`config.mk`:
```
export PLATFORM = sky130hd
export DESIGN_NAME = fft_sequencer
export DESIGN_NICKNAME = d
export VERILOG_FILES = /design/src/rtl/fft_sequencer.sv
export SDC_FILE = /design/constraint.sdc
export NUM_CORES = 1
export LEC_CHECK = 0
export CAP_MARGIN = 5
export CORE_ASPECT_RATIO = 1.4
export CORE_MARGIN = 2
export CORE_UTILIZATION = 58
export DETAILED_ROUTE_END_ITERATION = 12
export HOLD_SLACK_MARGIN = 0.03
export PLACE_DENSITY = 0.93
export SLEW_MARGIN = 25
export SYNTH_ARGS = -nofsm -noshare
export SYNTH_HDL_FRONTEND = slang
export SYNTH_SLANG_ARGS = --single-unit
```
`constraint.sdc`:
```
create_clock -name clk -period 9.5 [get_ports clk]
set_clock_uncertainty 0.1 [all_clocks]
set_input_delay 0.95 -clock clk [delete_from_list [all_inputs] [get_ports clk]]
set_output_delay 0.95 -clock clk [all_outputs]
set_load 0.02 [all_outputs]
```
`src/rtl/fft_sequencer.sv`:
```
// Radix-2 FFT address/bank sequencer driving two ping-pong dual-port RAMs.
// Define FFT_SEQ_STALL_EN to add a stall input that freezes sequencing.
module fft_sequencer #(
  parameter int N_2 = 11
) (
  input  logic           clk,
  input  logic           reset_n,
  input  logic           start,
`ifdef FFT_SEQ_STALL_EN
  input  logic           stall,
`endif
  output logic           busy,
  output logic           done,
  output logic           rdsel,
  output logic           we0,
  output logic           we1,
  output logic [N_2-1:0] adr0a,
  output logic [N_2-1:0] adr0b,
  output logic [N_2-1:0] adr1a,
  output logic [N_2-1:0] adr1b,
  output logic [N_2-2:0] twiddleadr,
  output logic           result_sel
);

  localparam int HW = N_2 - 1;
  localparam int SW = (N_2 > 1) ? $clog2(N_2) : 1;
  localparam logic [SW-1:0] SMAX = SW'(N_2 - 1);

  typedef enum logic [1:0] {
    IDLE,
    RUN,
    DRAIN,
    DONE
  } state_t;

  state_t         state;
  logic [SW-1:0]  s;
  logic [HW-1:0]  i;
  logic [N_2-1:0] pa;
  logic [N_2-1:0] pb;
  logic           wv;
  logic           hold;

`ifdef FFT_SEQ_STALL_EN
  assign hold = stall;
`else
  assign hold = 1'b0;
`endif

  logic [N_2-1:0] ie;
  logic [N_2-1:0] mask;
  logic [N_2-1:0] lo;
  logic [N_2-1:0] hi;
  logic [N_2-1:0] adr_a;
  logic [N_2-1:0] adr_b;
  logic [HW-1:0]  tw;

  always_comb begin
    ie    = {1'b0, i};
    mask  = (N_2'(1) << s) - N_2'(1);
    lo    = ie & mask;
    hi    = ie >> s;
    adr_a = ((hi << s) << 1) | lo;
    adr_b = adr_a | (N_2'(1) << s);
    tw    = HW'(lo) << (SW'(HW) - s);
  end

  always_ff @(posedge clk) begin
    if (!reset_n) begin
      state <= IDLE;
      s     <= '0;
      i     <= '0;
      pa    <= '0;
      pb    <= '0;
      wv    <= 1'b0;
      busy  <= 1'b0;
      done  <= 1'b0;
      rdsel <= 1'b0;
    end else if (!hold) begin
      wv   <= 1'b0;
      pa   <= '0;
      pb   <= '0;
      done <= 1'b0;
      unique case (state)
        IDLE: begin
          if (start) begin
            state <= RUN;
            s     <= '0;
            i     <= '0;
            busy  <= 1'b1;
            rdsel <= 1'b0;
          end
        end
        RUN: begin
          wv <= 1'b1;
          pa <= adr_a;
          pb <= adr_b;
          i  <= i + 1'b1;
          if (i == '1) state <= DRAIN;
        end
        DRAIN: begin
          if (s == SMAX) begin
            state <= DONE;
            done  <= 1'b1;
            rdsel <= 1'b0;
          end else begin
            state <= RUN;
            s     <= s + 1'b1;
            i     <= '0;
            rdsel <= ~s[0];
          end
        end
        DONE: begin
          state <= IDLE;
          busy  <= 1'b0;
        end
      endcase
    end
  end

  // read bank sees current butterfly, write bank the one issued last cycle
  logic           run;
  logic           act;
  logic [N_2-1:0] ra;
  logic [N_2-1:0] rb;
  logic [N_2-1:0] wa;
  logic [N_2-1:0] wb;

  always_comb begin
    run        = (state == RUN);
    act        = run || (state == DRAIN);
    ra         = run ? adr_a : '0;
    rb         = run ? adr_b : '0;
    wa         = act ? pa : '0;
    wb         = act ? pb : '0;
    adr0a      = rdsel ? wa : ra;
    adr0b      = rdsel ? wb : rb;
    adr1a      = rdsel ? ra : wa;
    adr1b      = rdsel ? rb : wb;
    twiddleadr = run ? tw : '0;
    we0        = wv & rdsel & ~hold;
    we1        = wv & ~rdsel & ~hold;
  end

  assign result_sel = ((N_2 - 1) % 2) == 0;

endmodule

```
* After elaboration in Yosys (flattened, before gate mapping)
Index checks and enable logic that the tools add are counted.
Cells by class: add/sub/neg operators 4, shift-type cells 4, eq/ne operators 8, mux-type cells 26, bitwise operators 7, reduce and logical (&&, ||, !) cells 11
Operators by type and width (count):
- $mux W11 | 8
- $mux W10 | 3
- $pmux W10 S3 | 1
- $or A11 B11 Y11 | 2
- $and A10 B11 Y11 | 1
- $shl A1 B4 Y11 const A | 1
- $shl A11 B4 Y10 | 1
- $shr A10 B4 Y11 | 1
- $sub A11 B2 Y11 const B | 1
- $add A10 B1 Y10 const B | 1
- $eq A10 B10 Y1 const B | 1
- $shl A10 B4 Y10 | 1
- $mux W4 | 2
- $pmux W2 S4 | 1
- $pmux W4 S2 | 1
- $reduce_and A2 Y1 | 4
- $mux W2 | 3
- $reduce_and A3 Y1 | 2
- $mux W1 | 5
- $add A4 B1 Y4 const B | 1
- $eq A2 B2 Y1 const B | 2
- $eq A4 B4 Y1 const B | 1
- $ne A2 B2 Y1 const B | 2
- $pmux W1 S2 | 2
- 9 further kinds | 12
Storage, ports and cells: register bits after elaboration 42, output and inout bits 60, input bits 3, logic and storage cells 69

* Depth between registers and ports, before layout
word-level depth 7, mapped depth 13, mapped depth without buffers 10

* Least setup slack after synthesis
OpenSTA, ideal clock, no wires.
path type flip-flop to output port, from register s[0], to output twiddleadr[7], required time 8.450 ns, buffers on the path 3, data arrival time 3.315 ns, slack 5.135 ns, stages on the path, launching flop included 14, cell sequence dfxtp_1 -> buf_2 -> inv_1 -> clkbuf_1 -> ha_1 -> clkbuf_1 -> nand2_1 -> ha_1 -> nand2b_1 -> o31ai_1 -> or3_1 -> mux2i_1 -> nand2_1 -> a221oi_1
On the way: word-level cells in the longest chain between the ends 5, elaborated cells between the ends (all ways) 6, classes of those cells 2 x add/sub; 2 x shift; 1 x mux; 1 x bitwise
RTL lines:
- from (decl) | line 37 | logic [SW-1:0] s;
- from (signal assigned) | line 108 | s <= s + 1'b1;
- $shl A1 B4 Y11 | line 60 | mask = (N_2'(1) << s) - N_2'(1);
- $sub A11 B2 Y11 | line 60
- $and A10 B11 Y11 | line 61 | lo = ie & mask;
- $shl A10 B4 Y10 * | line 65 | tw = HW'(lo) << (SW'(HW) - s);
- $mux W10 * | line 140 | twiddleadr = run ? tw : '0;
- to (decl) | line 21 | output logic [N_2-2:0] twiddleadr,
Every way passes the cells marked *; elsewhere a longest branch is shown, timed or not.

* Worst setup path after layout
from register s[1], to output twiddleadr[7]
Same word-level chain as after synthesis.

==> results.cfg <==
[setup_path]
rrSetupSlack_ns = 6.22
critPathKind = flip-flop to output pin
crit_path_start_kind = flip-flop
reg2reg_from = s[1]
worst-path-buf-inv = 2
end_kind = output pin
reg2reg_to = pb[4]
crit_fanout = 20
cp_data_required_time_ns = 8.45
path_cells = inv_1 -> ha_1 -> nand2_1 -> ha_1 -> nand2b_1 -> o31ai_1 -> or3_1 -> mux2i_1 -> nand2_1 -> a221oi_1 -> clkdlybuf4s50_1
arrival_ns = 4.15
cp_slowest_stage_delay_ns = 0.68
cp_top_family = buffers and inverters
reg2regPathDepth = 9
slowest_stage = clkdlybuf4s50_1

[yosys]
avgSynthCellArea_um2 = 7.090
synth_top_cell_by_area = dfxtp_1
ys_types = 65
synth-edff-count = 0
ys_seq_area_share_pct = 24.55
syn_nets = 499
synth_common_cells = nand2_1, o21ai_0, nor2_1, dfxtp_1, a21oi_1
synth_area_leaders = dfxtp_1, o21ai_0, nand2_1
synth_top_area_share_pct = 24.55
synth_cells = 483
synth_warnings = 0
yosys.cell_count.top_type = nand2_1
ys_async_sr_fraction_pct = 0
synth_seq_cells = 42
synthFlopType = dfxtp_1
synth_area_mm2 = 0.003425

[die]
row_count = 33
fp.dieW_um = 68.94
io_pins = 63
start_util_pct = 59.24
core_mm2 = 0.005781
die_h_um = 94.92
die-area_mm2 = 0.006543

[timing]
worstMarginPinSlew_ns = 0.8417
min_period_ns = 5.204
tns_ns = 0
setup_viol = 0
period_share_pct = 54.78
slew_violations = 0
fmax_mhz = 192.2
finalHoldViolCount = 0
rsz0062_at_grt = no
slew-limit-headroom_pct = 43.15

[routing]
wl_mm = 10.45
drc = 0
drt_first_pass_iters = 4
vias = 3664
ant_nets = 0
drt_iter0_drc = 252
vias_per_cell = 6.242
drt-wirelength-per-cell_um = 17.80

[place]
port_buffers = 61
gp_congestion = 1.053
hpwlAfterDp_mm = 7.878

[grt]
grt_antenna_before_repair = 0
grt-ovfl-total = 0
grt_max_degree = 36
grt_use_total_pct = 32.92
grt_pass1_wl_mm = 16.21
grt_pass1_vias = 3331

[cts]
insertion_delay_ns = 0.30
post_cts_resized = 0
clk_path_buf_depth = 2
clockRootBuffer = clkbuf_8
hold_buffers = 0
cts_buffers = 5
post_cts_buffers = 0
htreeDepth = 2
cts.clk_slew.worst_paths_ns = 0.08
cts_tree = built
cts.sinks = 42

[layout]
nets = 533
area_growth_pct = 19.84
antennaDiodeCount = 0
drive_gt1_share_pct = 5.416

[hold_path]
whs_path_depth = 2
worstHoldStart = busy
hold_path.class = flip-flop to flip-flop
min_to = busy

[flow_run]
drv_cap = 0

[power_and_ir_drop]
power_density_mw_per_mm2 = 146.1
p_total_uw = 599.7
p_leak_nw = 1.440
vdd_drop_max_mv = 0.1400

[status]
status = finished clean
## worst max path at each step
stage | endpoint | cells past startpoint | startpoint
after detailed placement | twiddleadr[7] | 11 | s[1]
final | twiddleadr[7] | 11 | s[1]
after floorplan | twiddleadr[7] | 13 | s[0]
after CTS | twiddleadr[7] | 11 | s[1]
after global routing | twiddleadr[7] | 11 | s[1]
after global placement | twiddleadr[7] | 11 | s[1]
## flip-flops by register name (all words and copies together) (netlist names)
signal / count
pa: 11
pb: 11
s: 4
i: 10
state: 2
rdsel: 1
wv: 1
done: 1
busy: 1
## cell usage in the layout (no fill, tap or decap), types with 7 or more instances in the layout
| cell | netlist | layout |
|---|---|---|
| nand3_1 | 22 | 22 |
| inv_1 | 17 | 17 |
| and2_1 | 8 | 8 |
| o21ai_0 | 49 | 49 |
| ha_1 | 13 | 13 |
| clkdlybuf4s50_1 | 0 | 61 |
| nand2b_1 | 7 | 7 |
| xnor2_1 | 9 | 9 |
| a21oi_1 | 29 | 29 |
| nand2_1 | 65 | 65 |
| mux2_2 | 11 | 11 |
| nor2_1 | 45 | 45 |
| a22o_1 | 10 | 10 |
| dfxtp_1 | 42 | 42 |
| nor2b_1 | 9 | 9 |
| mux2i_1 | 9 | 9 |
| nor3_1 | 14 | 14 |
## cell type report
| type | instances | area, µm² |
|---|---|---|
| Inverter | 17 | 63.81 |
| Tap cell | 70 | 87.58 |
| Clock inverter | 1 | 30.03 |
| Multi-Input combinational cell | 386 | 2359 |
| Fill cell | 511 | 1677 |
| Timing Repair Buffer | 65 | 640.6 |
| Clock buffer | 6 | 82.58 |
| Sequential cell | 42 | 840.8 |
## through the flow
stage | cells | setup slack (ns) | instance area [µm²] | util [%] | hold WS (ns)
5_1_grt | 587 | 3.981 | 4104 | 71.00 | 0.4130
3_3_place_gp | 580 | 4.821 | 3991 | 69.05 | 0.3578
3_5_place_dp | 580 | 4.729 | 3991 | 69.05 | 0.3637
6_report | 587 | 4.296 | 4104 | 71.00 | 0.3744
4_1_cts | 587 | 4.388 | 4104 | 71.00 | 0.3753
2_1_floorplan | 483 | 5.135 | 3425 | - | 0.4002
## metal layers
metal | routed length, µm | vias to the layer above | global-route usage (%)
li1 | - | 1779 | -
met1 | 4147 | 1692 | 38.30
met2 | 5334 | 166 | 58.33
met3 | 634 | 27 | 4.410
met4 | 330 | 0 | 14.22
met5 | 0 | - | 0
## worst reg2reg max path, stage by stage (launching register included)
cell      delay (ns)
dfxtp_1         0.76
inv_1           0.25
ha_1            0.45
nand2_1         0.20
ha_1            0.29
nand2b_1        0.14
mux2i_1         0.16
a211o_1         0.30
a211oi_2        0.37
a21oi_1         0.12
## kinds of logic (layout without fill, tap and decap cells)
group,Yosys count,count (layout),share of synthesized area (%)
buffers and inverters,55,89,6.577
DFF,42,42,24.55
other,1,1,0.1095
AOI/OAI and AO/OA,140,140,26.45
adders and majority gates,13,13,4.750
xor gates and xnor gates,13,13,3.325
muxes,21,21,6.686
and+or+nand+nor,198,198,27.55
## report_power, final
group | internal, mW | leakage, nW | switching, mW
combinational | 0.0792 | 1.04 | 0.172
sequential | 0.187 | 0.339 | 0.0138
clock | 0.0842 | 0.0573 | 0.0634
total | 0.350 | 1.44 | 0.250
Note: power is estimated with default switching activity, not from simulation.
